===== config.mk =====
export PLATFORM = sky130hd
export DESIGN_NAME = motor_drive_ctrl
export DESIGN_NICKNAME = d
export VERILOG_FILES = /design/src/rtl/motor_drive_ctrl.sv
export SDC_FILE = /design/constraint.sdc
export NUM_CORES = 1
export LEC_CHECK = 0
export BUFFER_PORTS_ARGS = -buffer_cell sky130_fd_sc_hd__buf_2
export CORE_ASPECT_RATIO = 2
export CORE_MARGIN = 2
export CORE_UTILIZATION = 50
export CTS_BUF_LIST = sky130_fd_sc_hd__clkbuf_16
export DETAILED_ROUTE_END_ITERATION = 8
export PLACE_DENSITY = 0.67
export SYNTH_ARGS = -nofsm -noshare
export SYNTH_HDL_FRONTEND = slang
export SYNTH_SLANG_ARGS = --single-unit

===== constraint.sdc =====
create_clock -name clk -period 4 [get_ports clk]
set_input_delay 0.8 -clock clk [delete_from_list [all_inputs] [get_ports clk]]
set_output_delay 0.8 -clock clk [all_outputs]
set_load 0.005 [all_outputs]

===== src/rtl/motor_drive_ctrl.sv =====
// Two-wheel motor drive: mode decoder, shared PWM counter, per-wheel OFF/RUN/DEAD FSMs.
// Optional soft-start ramp compiled in with `define MOTOR_SOFT_RAMP_EN.
module motor_drive_ctrl #(
  parameter int unsigned PWM_BITS  = 10,
  parameter int unsigned DUTY_FULL = 10'd700,
  parameter int unsigned DUTY_SLOW = 10'd450,
  parameter int unsigned RAMP_DIV  = 20000,
  parameter int unsigned DEADTIME  = 100000
) (
  input  logic       clk,
  input  logic       rst,
  input  logic [4:0] mode,
  output logic       pwm_l,
  output logic       pwm_r,
  output logic [1:0] l_in,
  output logic [1:0] r_in,
  output logic       dead_l,
  output logic       dead_r
);
  localparam int unsigned DUTY_MAX = (1 << PWM_BITS) - 1;
  localparam logic [PWM_BITS-1:0] FULL =
    PWM_BITS'((DUTY_FULL > DUTY_MAX) ? DUTY_MAX : DUTY_FULL);
  localparam logic [PWM_BITS-1:0] SLOW =
    PWM_BITS'((DUTY_SLOW > DUTY_MAX) ? DUTY_MAX : DUTY_SLOW);
  localparam int unsigned DW = $clog2(DEADTIME + 2);
  localparam logic [1:0] FWD = 2'b10;
  localparam logic [1:0] REV = 2'b01;
  localparam logic [1:0] OFF = 2'b00;

  typedef enum logic [1:0] {ST_OFF, ST_RUN, ST_DEAD} wheel_state_t;

  // Index 0 is the left wheel, index 1 the right wheel.
  logic [1:0][1:0]          dir_req;
  logic [1:0][PWM_BITS-1:0] target;
  logic [1:0][PWM_BITS-1:0] duty;
  logic [1:0][1:0]          pins;
  logic [1:0]               dead;
  logic [PWM_BITS-1:0]      cnt;
  logic [PWM_BITS-1:0]      eff_l, eff_r;

  // NOTE: every variable assigned in always_comb gets a default first, so no path can infer a latch.
  always_comb begin
    dir_req = '0;
    target  = '0;
    case (mode)
      5'd3, 5'd5: begin dir_req[0] = FWD; target[0] = FULL; dir_req[1] = FWD; target[1] = FULL; end
      5'd4:       begin dir_req[0] = FWD; target[0] = SLOW; dir_req[1] = FWD; target[1] = SLOW; end
      5'd6:       begin dir_req[0] = REV; target[0] = SLOW; dir_req[1] = FWD; target[1] = FULL; end
      5'd7:       begin dir_req[0] = FWD; target[0] = FULL; dir_req[1] = REV; target[1] = SLOW; end
      5'd8:       begin dir_req[0] = FWD; target[0] = SLOW; dir_req[1] = FWD; target[1] = FULL; end
      5'd9:       begin dir_req[0] = FWD; target[0] = FULL; dir_req[1] = FWD; target[1] = SLOW; end
      default:    ;
    endcase
  end

  // Effective duty only reloads at the wrap, so no period is ever cut short or stretched.
  // NOTE: sequential state uses non-blocking assignments so all registers update from pre-edge values.
  always_ff @(posedge clk or posedge rst) begin
    if (rst) begin
      cnt   <= '0;
      eff_l <= '0;
      eff_r <= '0;
    end else begin
      cnt <= cnt + PWM_BITS'(1);
      if (&cnt) begin
        eff_l <= duty[0];
        eff_r <= duty[1];
      end
    end
  end

  assign pwm_l  = (cnt < eff_l);
  assign pwm_r  = (cnt < eff_r);
  assign l_in   = pins[0];
  assign r_in   = pins[1];
  assign dead_l = dead[0];
  assign dead_r = dead[1];

`ifndef MOTOR_SOFT_RAMP_EN
  // RAMP_DIV only has meaning when the ramp is compiled in.
  logic unused_ramp_div;
  assign unused_ramp_div = (RAMP_DIV == 0);
`endif

  for (genvar w = 0; w < 2; w++) begin : g_wheel
    wheel_state_t        state, state_nx;
    logic [1:0]          dir_app;
    logic [DW-1:0]       dead_cnt;
    logic [PWM_BITS-1:0] duty_cur;
    logic [1:0]          pins_w;
    logic                dead_w;
    logic                hold_run;

    always_ff @(posedge clk or posedge rst) begin
      if (rst) begin
        state    <= ST_OFF;
        dir_app  <= OFF;
        dead_cnt <= '0;
      end else begin
        state <= state_nx;
        if (state != ST_RUN && state_nx == ST_RUN) dir_app <= dir_req[w];
        if (state == ST_RUN && state_nx == ST_DEAD) dead_cnt <= DW'(DEADTIME);
        else if (state_nx == ST_DEAD)               dead_cnt <= dead_cnt - DW'(1);
        else                                        dead_cnt <= '0;
      end
    end

    // A request matching the still-applied direction during DEAD aborts the reversal.
    always_comb begin
      state_nx = state;
      case (state)
        ST_OFF:  if (dir_req[w] != OFF) state_nx = ST_RUN;
        ST_RUN:  if (dir_req[w] == OFF)          state_nx = ST_OFF;
                 else if (dir_req[w] != dir_app) state_nx = ST_DEAD;
        ST_DEAD: if (dir_req[w] == OFF)                                state_nx = ST_OFF;
                 else if (dir_req[w] == dir_app || dead_cnt <= DW'(1)) state_nx = ST_RUN;
        default: state_nx = ST_OFF;
      endcase
    end

    always_comb begin
      pins_w = OFF;
      dead_w = 1'b0;
      case (state)
        ST_RUN:  pins_w = dir_app;
        ST_DEAD: dead_w = 1'b1;
        default: ;
      endcase
    end

    assign hold_run = (state == ST_RUN) && (state_nx == ST_RUN);

`ifdef MOTOR_SOFT_RAMP_EN
    localparam int unsigned RW = $clog2(RAMP_DIV + 1);
    logic [RW-1:0] ramp_cnt;

    // Rises one step per RAMP_DIV clocks; any decrease lands immediately.
    always_ff @(posedge clk or posedge rst) begin
      if (rst) begin
        duty_cur <= '0;
        ramp_cnt <= '0;
      end else if (hold_run) begin
        if (target[w] < duty_cur) begin
          duty_cur <= target[w];
          ramp_cnt <= '0;
        end else if (duty_cur < target[w]) begin
          if (ramp_cnt == RW'(RAMP_DIV - 1)) begin
            duty_cur <= duty_cur + PWM_BITS'(1);
            ramp_cnt <= '0;
          end else begin
            ramp_cnt <= ramp_cnt + RW'(1);
          end
        end else begin
          ramp_cnt <= '0;
        end
      end else begin
        duty_cur <= '0;
        ramp_cnt <= '0;
      end
    end
`else
    always_ff @(posedge clk or posedge rst) begin
      if (rst)           duty_cur <= '0;
      else if (hold_run) duty_cur <= target[w];
      else               duty_cur <= '0;
    end
`endif

    assign pins[w] = pins_w;
    assign dead[w] = dead_w;
    assign duty[w] = duty_cur;
  end
endmodule

## Yosys cells after proc, flatten, opt, wreduce, memory -nomap -nowiden

Index checks and enable logic that the tools add are counted.

- Register bits after elaboration: 92
- Input bits: 7
- Output and inout bits: 8
- Logic and storage cells: 82

- Add/sub/neg operators: 3
- $lt $le $gt $ge: 4
- Equality and inequality tests: 21
- Multiplexer cells: 24
- Reduce and logical (&&, ||, !) cells: 19

Operator list:

| cell | number |
|---|---|
| 20-bit one-hot mux with 4 select lines | 1 |
| 17-bit 2-to-1 mux | 4 |
| 17-bit by 1-bit less-or-equal comparator with 1-bit output (second input constant) | 2 |
| 17-bit by 1-bit subtractor with 17-bit output (second input constant) | 2 |
| 2-bit 2-to-1 mux | 12 |
| 5-bit by 3-bit == test with 1-bit output (second input constant) | 4 |
| 10-bit less-than comparator | 2 |
| 10-bit 2-to-1 mux | 2 |
| 2-bit one-hot mux with 3 select lines | 2 |
| 4-bit one-hot mux with 3 select lines | 1 |
| 10-bit by 1-bit adder with 10-bit output (second input constant) | 1 |
| 5-bit by 4-bit == test with 1-bit output (second input constant) | 2 |
| 10-bit AND reduction | 1 |
| 2-bit by 1-bit == test with 1-bit output (second input constant) | 4 |
| 2-bit == test (second input constant) | 4 |
| 2-bit logical NOT | 4 |
| 1-bit logical AND | 6 |
| 2-bit OR reduction | 3 |
| 5-bit by 2-bit == test with 1-bit output (second input constant) | 1 |
| 5-bit OR reduction | 1 |
| 2-bit == test | 2 |
| 2-bit by 1-bit != test with 1-bit output (second input constant) | 2 |
| 2-bit != test | 2 |
| 2-bit nonzero test | 2 |
| 2 further kinds | 4 |

## Logic depth before layout (Yosys ltp)

- Depth in word-level cells: 11
- Gate-level depth with buffers: 10
- Depth with buffers taken out: 7

## Least setup slack after synthesis

Ideal clock, no wire load.

- Path type: input-to-reg
- From: input port mode[1]
- To: register g_wheel[0].dead_cnt[11]
- Library setup time: 121 ps
- Arrival time: 2510 ps
- Required time: 3879 ps
- Setup slack: 1369 ps
- Cell stages on the path: 10
- Path buffers: 4
- Path through: clkbuf_1 > or3b_1 > o21ai_0 > nand2b_1 > clkbuf_1 > nand2b_1 > clkbuf_1 > nand2b_1 > buf_2 > nor2_1

- Cells in the longest elaborated chain, start to end: 11
- Elaborated cells on any way between the ends: 24
- Classes of those cells: eq/ne (10); mux (9); reduce/logical (5)

RTL lines:

| item | RTL line | source |
|---|---|---|
| start: declaration | 12 | `input logic [4:0] mode,` |
| 5-bit by 4-bit == test with 1-bit output, or another cell as far along | 45 | `case (mode)` |
| 5-bit OR reduction (no source line) | - |  |
| 4-bit one-hot mux with 3 select lines (*) | 45 |  |
| 2-bit == test | 116 | `else if (dir_req[w] == dir_app \|\| dead_cnt <= DW'(1)) state_nx = ST_RUN;` |
| 1-bit logical OR | 116 |  |
| 2-bit 2-to-1 mux | 116 |  |
| 2-bit 2-to-1 mux | 115 | `ST_DEAD: if (dir_req[w] == OFF) state_nx = ST_OFF;` |
| 2-bit one-hot mux with 3 select lines (*) | 111 | `case (state)` |
| 2-bit == test (*) | 102, 103 |  |
| 17-bit 2-to-1 mux or 1-bit logical AND (tied branches) | 103, 102 |  |
| 17-bit 2-to-1 mux (*) | 102 | `if (state == ST_RUN && state_nx == ST_DEAD) dead_cnt <= DW'(DEADTIME);` |
| end signal: assignment | 102 |  |
| end signal: assignment | 103 | `else if (state_nx == ST_DEAD) dead_cnt <= dead_cnt - DW'(1);` |
| end: declaration | 88 | `logic [DW-1:0] dead_cnt;` |

Mark *: on every way between the ends. The rest lies on a longest branch, timed or not.
A chain may end at the register's enable or synchronous reset.

## Worst setup path in the final report

- From: register eff_l[5]
- To: output port pwm_l

- Cells in the longest elaborated chain, start to end: 1

RTL lines:

| item | RTL line | source |
|---|---|---|
| start: declaration | 39 | `logic [PWM_BITS-1:0] eff_l, eff_r;` |
| start signal: assignment | 66 | `eff_l <= duty[0];` |
| 10-bit less-than comparator | 72 | `assign pwm_l = (cnt < eff_l);` |
| end: declaration | 13 | `output logic pwm_l,` |

No other way between the ends.

==> impl_metrics.yaml <==
sta:
  slew_headroom_pct: 36.1
  worst_slew_pin_slew_ns: 0.957
  setup_viol: 0
  hold_ws_ns: 0.461
  rsz0062_at_grt: "no"
  hold_violations: 0
  post-route-period-util_pct: 70.8
  drv_slew: 0
  setup_tns_ns: 0
  max_clock_freq_mhz: 353
  min_period_ns: 2.83
  skew_ns: 0.00441
die:
  die_w_um: 63.4
  std_cell_rows: 43
  ioPinCount: 15
  start_util_pct: 51.2
  dieArea_mm2: 0.00778
  die_h_um: 123
  fp.coreArea_mm2: 0.00689
placed_design:
  gp_congestion: 0.808
  port_buffers: 14
  dp_hpwl_um: 4750
global_route:
  antenna_found_initial: 0
  grt_max_degree: 48
  grt_pass1_wl_um: 11800
  grt_pass1_vias: 2578
  grt_overflow: 0
  grtUsageTotal_pct: 19.5
routing:
  routed_wl_um: 6590
  antenna_left: 0
  avgViaCountPerCell: 5.37
  drc: 0
  drt_pass1_iterations: 4
  routedWlPerCell_um: 13.9
  drt_iter0_markers: 72
  vias: 2542
setup_path:
  critPathMaxFanout: 6
  crit_type: "register to output pin"
  cp.arrival_ns: 2.03
  required_ns: 3.20
  end_kind: "output pin"
  reg2reg_slack_ns: 1.35
  startpoint_type: "register"
flow_run:
  maxCapViolations: 0
cells_and_area:
  fill_cells: 662
  antenna_cells: 0
  drive_above_1_share_pct: 9.14
  nNetsFinal: 406
  syn_to_final_growth_pct: 11.5
  multiInputGateArea_mm2: 0.00178
  regArea_mm2: 0.00160
logic_synthesis:
  ys_warn_count: 0
  synth_edf_count: 0
  syn_nets: 394
  synth_area_mm2: 0.00352
  synth_seq_cells: 64
  ys_types: 47
  synth-main-ff-cell: "dfrtp_1"
  async_reset_ff_share_pct: 100
  synth.avg_cell_area_um2: 9.63
  seq_area_frac_synth_pct: 45.5
  syn_inst: 366
cts:
  insertion_delay_ns: 0.32
  post_cts_buffers: 0
  path_clk_slew_ns: 0.05
  cts_hold_buf: 0
  htreeDepth: 3
  postCtsResizedCells: 0
  clock_sinks: 64
  cts_buffers: 9
  root_buffer: "clkbuf_16"
  cts_buffer_depth: 2
  cts_tree: "yes"
pwr:
  power_leakage_nw: 1.90
  peakVddDrop_mv: 0.274
  power_density_mw_per_mm2: 384
hold_path:
  min_path_type: "register to register"
outcome:
  status: "finished clean"
==> synth_stat cells (4+ instances only) <==
master / instances / area, µm²
nand3_1: 9 / 45.0
nand2b_1: 8 / 50.1
nor2_1: 44 / 165
a21o_1: 7 / 52.6
a21oi_1: 21 / 105
xor2_1: 13 / 114
dfrtp_1: 64 / 1600
nand2_1: 26 / 97.6
nor4_1: 4 / 25.0
inv_1: 21 / 78.8
o21ai_0: 14 / 70.1
clkbuf_1: 11 / 41.3
or3_1: 8 / 50.1
xnor2_1: 28 / 245
ha_1: 21 / 263
nor3_1: 12 / 60.1
a211oi_1: 7 / 52.6
o21a_1: 5 / 37.5
==> routing by layer <==
layer  track usage, %  routed length, µm  up-vias
met5                0                  0        -
li1                 -                  -     1285
met1             22.4               2770     1222
met4             9.51                 82        0
met3             3.85                149        5
met2             34.3               3590       30
==> state kept, by name, summed over array words and instances, names as in the netlist <==
register and flops:
eff_l 3, g_wheel.dead_cnt 34, g_wheel.duty_cur 6, eff_r 3
cnt 10, g_wheel.dir_app 4, g_wheel.state 4
==> cell type report <==
type                       count  area share, %
clock buffer                   9           5.73
tap                           90           2.87
inverter                      21           2.01
timing repair buffer          15           1.97
sequential                    64           40.8
multi-input combinational    267           45.3
clock inverter                 7           1.37
==> kinds of logic (layout without fill, tap and decap cells) <==
| family | Yosys count | after routing | share of synthesized area (%) |
|---|---|---|---|
| AO/OA/AOI/OAI | 65 | 65 | 12.1 |
| multiplexers | 3 | 3 | 0.888 |
| flip-flops | 64 | 64 | 45.5 |
| buffers and inverters | 35 | 52 | 4.01 |
| adder cells (fa/ha/maj) | 21 | 21 | 7.46 |
| XOR/XNOR | 41 | 41 | 10.2 |
| AND/OR/NAND/NOR | 137 | 137 | 19.9 |
==> worst paths after layout <==
| check | cells past startpoint | endpoint | from |
|---|---|---|---|
| worst max-delay path | 8 | pwm_l | eff_l[5] |
| worst max register to register | 6 | g_wheel[1].dir_app[1] | g_wheel[1].dead_cnt[2] |
| worst min-delay path | 2 | eff_r[5] | g_wheel[1].duty_cur[5] |
| max in group asynchronous | 3 | g_wheel[0].state[0] | rst |
| min in group asynchronous | 2 | cnt[4] | rst |
| worst min register to register | 2 | eff_r[5] | g_wheel[1].duty_cur[5] |
==> worst max-delay path, stage by stage, from the launching register on <==
cell and delay (ns):
dfrtp_1 0.35, inv_1 0.17, ha_1 0.27, a21o_1 0.16, a21o_1 0.17, a21oi_1 0.15, o21ai_0 0.11, a21oi_1 0.19
buf_2 0.14
==> layout by cell type (no fill, tap or decap), drive strengths merged, types with 4 or more instances in the layout <==
cell	Yosys	layout
o21ai	14	14
a211oi	7	7
nand3	9	9
a21o	7	7
nor3	13	13
xor2	13	13
a21oi	21	21
dfrtp	64	64
xnor2	28	28
nor4	4	4
o21a	5	5
inv	21	22
nor2	44	44
clkbuf	11	9
or3	8	8
ha	21	21
nand2	26	26
nand2b	9	9
clkinv	0	5
buf	3	15
or4	4	4
==> report_power, final <==
group	switching (mW)	total, mW	internal (mW)
combinational	0.0702	0.115	0.0449
sequential	0.00932	0.667	0.658
clock	0.257	0.726	0.469
total	0.337	1.51	1.17
==> per-stage QoR <==
step                util, %  area, µm²  cells  worst slack [ns]  power (mW)
floorplan                 -       3520    366              1.37       0.770
global placement       53.0       3650    457              1.20       0.792
detailed placement     53.0       3650    457              1.14       0.794
CTS                    57.1       3930    473              1.13        1.53
global route           57.1       3930    473              1.06        1.58
finish                 57.1       3930    473              1.17        1.51
No activity file was read; power rests on OpenSTA's default activity.
